`src/rtl/snoop_bus_pkg.sv`:
```
// Shared definitions for the snooping-coherence bus: FSM states, the memory
// source code and the command/address split of a bus message.
package snoop_bus_pkg;

    typedef enum logic {
        ARB    = 1'b0,
        LOCKED = 1'b1
    } bus_state_e;

    // Default 9-bit message: 3-bit command above a 6-bit address.
    localparam int unsigned MSG_CMD_W  = 3;
    localparam int unsigned MSG_ADDR_W = 6;

    // bus_src value that identifies the memory controller.
    function automatic int unsigned mem_src_code(input int unsigned n_proc);
        return n_proc;
    endfunction

    function automatic logic [MSG_CMD_W-1:0] msg_cmd(
        input logic [MSG_CMD_W+MSG_ADDR_W-1:0] m
    );
        return m[MSG_CMD_W+MSG_ADDR_W-1 -: MSG_CMD_W];
    endfunction

endpackage

```
`src/rtl/snoop_bus_arbiter_if.sv`:
```
// Request/grant and broadcast signals between the cache controllers, memory
// and the snoop bus arbiter.
interface snoop_bus_arbiter_if #(
    parameter int unsigned N_PROC = 3,
    parameter int unsigned MSG_W  = 9,
    parameter int unsigned SRC_W  = $clog2(N_PROC + 1)
);
    logic [N_PROC-1:0]       req;
    logic [N_PROC-1:0]       lock;
    logic [N_PROC*MSG_W-1:0] msg;
    logic                    mem_valid;
    logic [MSG_W-1:0]        mem_msg;
    logic [N_PROC-1:0]       gnt;
    logic [MSG_W-1:0]        bus_out;
    logic                    bus_valid;
    logic [SRC_W-1:0]        bus_src;

    modport master (
        output req, lock, msg, mem_valid, mem_msg,
        input  gnt, bus_out, bus_valid, bus_src
    );

    modport slave (
        input  req, lock, msg, mem_valid, mem_msg,
        output gnt, bus_out, bus_valid, bus_src
    );
endinterface

```
`src/rtl/rr_arbiter.sv`:
```
// Combinational one-hot pick: first set request at or above start, wrapping.
// With start tied to zero this is plain lowest-index-wins priority.
module rr_arbiter #(
    parameter int unsigned N     = 3,
    parameter int unsigned IDX_W = (N > 1) ? $clog2(N) : 1
) (
    input  logic [N-1:0]     req,
    input  logic [IDX_W-1:0] start,
    output logic [N-1:0]     gnt_oh,
    output logic [IDX_W-1:0] gnt_idx,
    output logic             gnt_any
);
    int unsigned cand;

    always_comb begin
        gnt_oh  = '0;
        gnt_idx = '0;
        gnt_any = 1'b0;
        cand    = 0;
        for (int unsigned i = 0; i < N; i++) begin
            cand = (32'(start) + i) % N;
            if (!gnt_any && req[IDX_W'(cand)]) begin
                gnt_oh[IDX_W'(cand)] = 1'b1;
                gnt_idx              = IDX_W'(cand);
                gnt_any              = 1'b1;
            end
        end
    end
endmodule

```
`src/rtl/snoop_bus_arbiter.sv`:
```
// Registered snoop bus: memory > locked owner > arbitrated processors.
// Define SNOOP_BUS_ROUND_ROBIN_EN for round-robin; otherwise lowest index wins.
module snoop_bus_arbiter
    import snoop_bus_pkg::*;
#(
    parameter int unsigned N_PROC   = 3,
    parameter int unsigned MSG_W    = 9,
    parameter int unsigned LOCK_MAX = 4,
    parameter int unsigned SRC_W    = $clog2(N_PROC + 1)
) (
    input logic                clock,
    input logic                reset,
    snoop_bus_arbiter_if.slave bus
);
    localparam int unsigned     IDX_W   = (N_PROC > 1) ? $clog2(N_PROC) : 1;
    localparam int unsigned     CNT_W   = $clog2(LOCK_MAX + 1);
    localparam logic [SRC_W-1:0] MEM_SRC = SRC_W'(mem_src_code(N_PROC));

    bus_state_e        state_q, state_d;
    logic [IDX_W-1:0]  owner_q, owner_d;
    logic [CNT_W-1:0]  cnt_q, cnt_d;
    logic [N_PROC-1:0] gnt_q, gnt_d;
    logic [MSG_W-1:0]  bus_out_q, bus_out_d;
    logic              bus_valid_q, bus_valid_d;
    logic [SRC_W-1:0]  bus_src_q, bus_src_d;

    logic [MSG_W-1:0]  msg_arr [N_PROC];
    logic [IDX_W-1:0]  arb_start;
    logic [N_PROC-1:0] arb_oh;
    logic [IDX_W-1:0]  arb_idx;
    logic              arb_any;
    logic              owner_beat;

    for (genvar g = 0; g < N_PROC; g++) begin : g_msg
        assign msg_arr[g] = bus.msg[g*MSG_W +: MSG_W];
    end

`ifdef SNOOP_BUS_ROUND_ROBIN_EN
    logic [IDX_W-1:0] ptr_q, ptr_d;

    function automatic logic [IDX_W-1:0] next_idx(input logic [IDX_W-1:0] i);
        return (i == IDX_W'(N_PROC - 1)) ? '0 : i + IDX_W'(1);
    endfunction

    assign arb_start = ptr_q;
`else
    assign arb_start = '0;
`endif

    rr_arbiter #(
        .N     (N_PROC),
        .IDX_W (IDX_W)
    ) u_rr_arbiter (
        .req     (bus.req),
        .start   (arb_start),
        .gnt_oh  (arb_oh),
        .gnt_idx (arb_idx),
        .gnt_any (arb_any)
    );

    assign owner_beat = (state_q == LOCKED) && bus.req[owner_q];

    always_comb begin
        state_d     = state_q;
        owner_d     = owner_q;
        cnt_d       = cnt_q;
        gnt_d       = '0;
        bus_out_d   = '0;
        bus_valid_d = 1'b0;
        bus_src_d   = '0;
`ifdef SNOOP_BUS_ROUND_ROBIN_EN
        ptr_d       = ptr_q;
`endif
        if (bus.mem_valid) begin
            // Memory pre-empts everything and leaves any lock untouched.
            bus_valid_d = 1'b1;
            bus_out_d   = bus.mem_msg;
            bus_src_d   = MEM_SRC;
        end else if (owner_beat) begin
            gnt_d[owner_q] = 1'b1;
            bus_valid_d    = 1'b1;
            bus_out_d      = msg_arr[owner_q];
            bus_src_d      = SRC_W'(owner_q);
`ifdef SNOOP_BUS_ROUND_ROBIN_EN
            ptr_d          = next_idx(owner_q);
`endif
            // Release on the beat that brings the count up to LOCK_MAX.
            if (bus.lock[owner_q] && (32'(cnt_q) + 1 < LOCK_MAX)) begin
                cnt_d = cnt_q + CNT_W'(1);
            end else begin
                state_d = ARB;
                cnt_d   = '0;
            end
        end else begin
            // Owner dropping req releases the lock and arbitrates on this edge.
            if (state_q == LOCKED) begin
                state_d = ARB;
                cnt_d   = '0;
            end
            if (arb_any) begin
                gnt_d       = arb_oh;
                bus_valid_d = 1'b1;
                bus_out_d   = msg_arr[arb_idx];
                bus_src_d   = SRC_W'(arb_idx);
`ifdef SNOOP_BUS_ROUND_ROBIN_EN
                ptr_d       = next_idx(arb_idx);
`endif
                if (bus.lock[arb_idx] && (LOCK_MAX > 1)) begin
                    state_d = LOCKED;
                    owner_d = arb_idx;
                    cnt_d   = CNT_W'(1);
                end
            end
        end
    end

    always_ff @(posedge clock) begin
        if (reset) begin
            state_q     <= ARB;
            owner_q     <= '0;
            cnt_q       <= '0;
            gnt_q       <= '0;
            bus_out_q   <= '0;
            bus_valid_q <= 1'b0;
            bus_src_q   <= '0;
`ifdef SNOOP_BUS_ROUND_ROBIN_EN
            ptr_q       <= '0;
`endif
        end else begin
            state_q     <= state_d;
            owner_q     <= owner_d;
            cnt_q       <= cnt_d;
            gnt_q       <= gnt_d;
            bus_out_q   <= bus_out_d;
            bus_valid_q <= bus_valid_d;
            bus_src_q   <= bus_src_d;
`ifdef SNOOP_BUS_ROUND_ROBIN_EN
            ptr_q       <= ptr_d;
`endif
        end
    end

    assign bus.gnt       = gnt_q;
    assign bus.bus_out   = bus_out_q;
    assign bus.bus_valid = bus_valid_q;
    assign bus.bus_src   = bus_src_q;

endmodule

```
`src/flat_wrapper.sv`:
```
// flat-port wrapper written by rule: the top's interface ports become plain ports
module snoop_bus_arbiter_flat import snoop_bus_pkg::*;
#(
    parameter int unsigned N_PROC   = 3,
    parameter int unsigned MSG_W    = 9,
    parameter int unsigned LOCK_MAX = 4,
    parameter int unsigned SRC_W    = $clog2(N_PROC + 1)
)
  (clock, reset, bus_req, bus_lock, bus_msg, bus_mem_valid, bus_mem_msg, bus_gnt, bus_bus_out, bus_bus_valid, bus_bus_src);
  snoop_bus_arbiter_if #(.N_PROC(N_PROC), .MSG_W(MSG_W), .SRC_W(SRC_W)) bus_i ();
  input logic clock;
  input logic reset;
  input wire logic [$bits(bus_i.req)-1:0] bus_req;
  input wire logic [$bits(bus_i.lock)-1:0] bus_lock;
  input wire logic [$bits(bus_i.msg)-1:0] bus_msg;
  input wire logic [$bits(bus_i.mem_valid)-1:0] bus_mem_valid;
  input wire logic [$bits(bus_i.mem_msg)-1:0] bus_mem_msg;
  output wire logic [$bits(bus_i.gnt)-1:0] bus_gnt;
  output wire logic [$bits(bus_i.bus_out)-1:0] bus_bus_out;
  output wire logic [$bits(bus_i.bus_valid)-1:0] bus_bus_valid;
  output wire logic [$bits(bus_i.bus_src)-1:0] bus_bus_src;
  assign bus_i.req = bus_req;
  assign bus_i.lock = bus_lock;
  assign bus_i.msg = bus_msg;
  assign bus_i.mem_valid = bus_mem_valid;
  assign bus_i.mem_msg = bus_mem_msg;
  assign bus_gnt = bus_i.gnt;
  assign bus_bus_out = bus_i.bus_out;
  assign bus_bus_valid = bus_i.bus_valid;
  assign bus_bus_src = bus_i.bus_src;
  snoop_bus_arbiter #(.N_PROC(N_PROC), .MSG_W(MSG_W), .LOCK_MAX(LOCK_MAX), .SRC_W(SRC_W)) u_core (.clock(clock), .reset(reset), .bus(bus_i));
endmodule
```
`config.mk`:
```
export PLATFORM = sky130hd
export DESIGN_NAME = snoop_bus_arbiter_flat
export DESIGN_NICKNAME = d
export VERILOG_FILES = /design/src/rtl/snoop_bus_pkg.sv /design/src/rtl/snoop_bus_arbiter_if.sv /design/src/rtl/rr_arbiter.sv /design/src/rtl/snoop_bus_arbiter.sv /design/src/flat_wrapper.sv
export SDC_FILE = /design/constraint.sdc
export NUM_CORES = 1
export LEC_CHECK = 0
export CELL_PAD_IN_SITES_DETAIL_PLACEMENT = 2
export CELL_PAD_IN_SITES_GLOBAL_PLACEMENT = 2
export CORE_MARGIN = 3
export CORE_UTILIZATION = 23
export DETAILED_ROUTE_END_ITERATION = 16
export GPL_TIMING_DRIVEN = 0
export HOLD_SLACK_MARGIN = 0.15
export PLACE_DENSITY_LB_ADDON = 0.2
export SYNTH_ARGS = -nofsm -noshare
export SYNTH_HDL_FRONTEND = slang
export SYNTH_SLANG_ARGS = --single-unit
export TNS_END_PERCENT = 1
```
`constraint.sdc`:
```
create_clock -name clock -period 2.03 [get_ports clock]
set_clock_uncertainty 0.1 [all_clocks]
set_input_delay 0.3045 -clock clock [delete_from_list [all_inputs] [get_ports clock]]
set_output_delay 0.3045 -clock clock [all_outputs]
set_load 0.005 [all_outputs]
```
==> run_results.csv <==
group,metric,value,unit
cts,insertion_delay,270,ps
sta,timing_hold_violations_final,0,
cells_and_area,antenna-diode-count,0,
sta,final_max_slew_viol_count,0,
pwr,combPwrFrac,0.313,
floorplanning,dieArea,6870,µm²
detailed_routing,first_pass_iters,4,
grt,overflow,0,
synth,post_synth_instance_area,1360,µm²
pwr,p_clk_frac,0.269,
sta,worst_slew_pin_slew,629,ps
sta,min_period,1960,ps
worst_hold_path,min_from,"u_core.cnt_q[1]$_SDFFE_PP0N_",
synth,synthDistinctLibCells,31,
critical_path,crit_path_max_incr_delay,340,ps
grt,track_usage,0.171,
sta,fin_crit_sh,0.967,
critical_path,crit_fanout,10,
cts,numClockSinks,21,
cells_and_area,final_common_cell,"clkdlybuf4s50_1",
pwr,p_int,0.000758,W
detailed_routing,wl_per_cell,20.2,µm
floorplanning,fp.dieH,82.9,µm
synth,synth_top_area_share,0.309,
cts,htree_levels,1,
critical_path,cp_cell_sequence,"buf_6, mux2_4, a21o_1, buf_6, clkbuf_4, a221oi_2, nor3_1",
cts,holdBufCountCts,0,
cells_and_area,syn_to_final_growth,54.1,%
detailed_routing,via_per_inst,5.38,
cts,cts_tree,"yes",
synth,yosysTopAreaCell,"dfxtp_1",
pwr,p_sw_frac,0.291,
worst_hold_path,hp-class,"flip-flop to flip-flop",
sta,final-setup-viol-count,0,
cells_and_area,final_cell_mix,"clkdlybuf4s50_1 (55), dfxtp_1 (21), nor3_1 (14)",
floorplanning,io_pins,60,
critical_path,r2r_end,"u_core.bus.bus_out[8]$_SDFF_PP0_",
sta,max_freq,510,MHz
pwr,power_density,511,nW/µm²
critical_path,rrSetupSlack,70,ps
cts,cts_max_path_buffers,2,
critical_path,cpMostUsedCell,"buf_6",
critical_path,cp.arrival,1990,ps
detailed_routing,drc_errors,0,
worst_hold_path,worstHoldPathCells,1,
synth,syn_inst,153,
detailed_routing,via_count,1540,
synth,syn_avg_cell_area,8.88,µm²
synth,synth_area_leaders,"dfxtp_1 (31%), mux2i_1 (8.8%), o2bb2ai_1 (7.7%)",
critical_path,required,2060,ps
place,gp_congestion,0.800,
floorplanning,core_area,5610,µm²
job,max_cap_viol_count,0,
pwr,ir_worst_vdd,363,µV
floorplanning,die_width,82.9,µm
place,place_area,2020,µm²
detailed_routing,drt-initial-drc-count,59,
detailed_routing,postRouteAntennaNets,0,
floorplanning,rows,27,
synth,yosysWarnings,0,
critical_path,slowest_stage,"dfxtp_1",
sta,rsz0062_at_grt,"false",
sta,slew_headroom,0.581,
critical_path,crit_type,"flip-flop to flip-flop",
synth,seq_area_frac_synth,0.309,
cts,worst_setup_hold_path_clk_slew,90,ps
sta,holdWs,409,ps
sta,finalSetupTns,0,ps
detailed_routing,routed_wl,5790,µm
pwr,p_seq_frac,0.418,
grt,grt_pass1_wl,9510,µm
pwr,power.switching,0.000311,W
cts,cts_setup_buffers,0,
floorplanning,start_util,0.242,
place,dpl.hpwl,4370,µm
place,io_buffers,57,
synth,ys_ff_latch,21,
critical_path,end_kind,"flip-flop",
critical_path,cp-start-kind,"flip-flop",
synth,synth_nets,199,
critical_path,r2r-start,"u_core.owner_q[0]$_SDFFE_PP0P_",
run_status,status,"completed",
cells_and_area,final_nets,261,
pwr,power_leakage,0.729,nW
critical_path,rr_worst_depth,7,
grt,antenna_found_initial,0,
cts,cts_root_buf,"clkbuf_8",
cells_and_area,fillers,641,
grt,grt_max_degree,13,
grt,grt_pass1_vias,1766,
cells_and_area,drive_gt1_frac,0.0841,
cells_and_area,fin_area,2090,µm²
worst_hold_path,hold_path_end,"u_core.cnt_q[1]$_SDFFE_PP0N_",
cts,numCtsBuffers,3,
cell type report:
cell class	count	area (µm²)	area share
Tap cell	72	90.1	0.0430
Sequential cell	21	420	0.201
Inverter	2	7.51	0.00359
Buffer	16	85.1	0.0406
Timing Repair Buffer	57	568	0.271
Multi-Input combinational cell	114	876	0.418
Clock inverter	1	5.00	0.00239
Clock buffer	3	41.3	0.0197
state kept, by name (all words and copies together), names as in the netlist:
register              flops
u_core.bus.bus_out        9
u_core.bus.bus_src        2
u_core.bus.bus_valid      1
u_core.bus.gnt            3
u_core.cnt_q              3
u_core.owner_q            2
u_core.state_q            1
repair_timing:
item / in CTS / in global routing
gates resized for setup: 5 / 4
endpoints found under the setup margin: 11 / 3
hold endpoints to repair: 0 / 0
per-layer routing:
layer	vias up	routed length (µm)	track usage	part of all wire
met5	-	0	0	0
met4	0	85	0.0505	0.015
met3	9	281	0.0407	0.049
met2	53	2870	0.302	0.50
met1	754	2550	0.204	0.44
li1	724	-	-	-
critical path, delay by kind of cell (launching register included):
kind,cells,cell delay (ps)
AOI/OAI and AO/OA,2,490
buffers and inverters,3,480
DFF,1,340
muxes,1,320
and+or+nand+nor,1,80
power groups by stage:
stage | Combinational [W] | Sequential, W | Clock, W
floorplan | 0.000141 | 0.000458 | 0
global placement | 0.000314 | 0.000456 | 0
detailed placement | 0.000327 | 0.000457 | 0
CTS | 0.000332 | 0.000448 | 0.000308
global route | 0.000363 | 0.000450 | 0.000323
finish | 0.000335 | 0.000447 | 0.000288
synth_stat cells:
| cell type | n |
|---|---|
| a221o_1 | 10 |
| o21bai_1 | 1 |
| or4_1 | 1 |
| a21boi_0 | 1 |
| nor3_1 | 14 |
| nor2b_1 | 4 |
| nor4bb_1 | 9 |
| a211oi_2 | 1 |
| o21ai_0 | 2 |
| clkbuf_1 | 9 |
| mux2i_1 | 12 |
| mux2_4 | 1 |
| nand2b_1 | 3 |
| inv_1 | 2 |
| buf_6 | 2 |
| buf_2 | 4 |
| nor2_1 | 13 |
| ha_1 | 1 |
| and2_1 | 1 |
| clkbuf_2 | 1 |
| nand2_1 | 3 |
| nand3b_1 | 2 |
| dfxtp_1 | 21 |
| o2bb2ai_1 | 12 |
| and4b_1 | 1 |
| a31oi_1 | 2 |
| nand3_1 | 1 |
| a221oi_1 | 10 |
| a21oi_1 | 6 |
| nand4_1 | 1 |
| a21o_1 | 2 |
how the worst max path moves through the flow:
stage / from / to / slack, ps / cells after the start
final: u_core.owner_q[0]$_SDFFE_PP0P_ / u_core.bus.bus_out[8]$_SDFF_PP0_ / 70 / 7
after global routing: u_core.owner_q[0]$_SDFFE_PP0P_ / u_core.owner_q[1]$_SDFFE_PP0P_ / 10 / 6
after CTS: u_core.owner_q[0]$_SDFFE_PP0P_ / u_core.bus.bus_out[8]$_SDFF_PP0_ / -1 / 7
after detailed placement: bus_req[2] / u_core.bus.bus_out[8]$_SDFF_PP0_ / -650 / 6
after global placement: bus_req[2] / u_core.bus.bus_out[8]$_SDFF_PP0_ / -580 / 6
after floorplan: bus_req[0] / u_core.owner_q[1]$_SDFFE_PP0P_ / 230 / 6
per-stage QoR:
step | instances | power [W] | setup WS (ps) | util
2_1_floorplan | 153 | 0.000599 | 233 | -
3_3_place_gp | 282 | 0.000770 | -582 | 0.360
3_5_place_dp | 282 | 0.000785 | -649 | 0.360
4_1_cts | 286 | 0.00109 | -1.02 | 0.370
5_1_grt | 286 | 0.00114 | 12.1 | 0.373
6_report | 286 | 0.00107 | 67.6 | 0.373
logic make-up (layout without fill, tap and decap cells):
family	count (synthesis)	after routing	share of synthesized area
AO/OA/AOI/OAI	47	47	0.285
adder cells (fa/ha/maj)	1	1	0.00921
buffers and inverters	18	79	0.0654
flip-flops	21	21	0.309
multiplexers	13	13	0.0994
AND/OR/NAND/NOR	53	53	0.231
(Power assumes the default switching activity.)
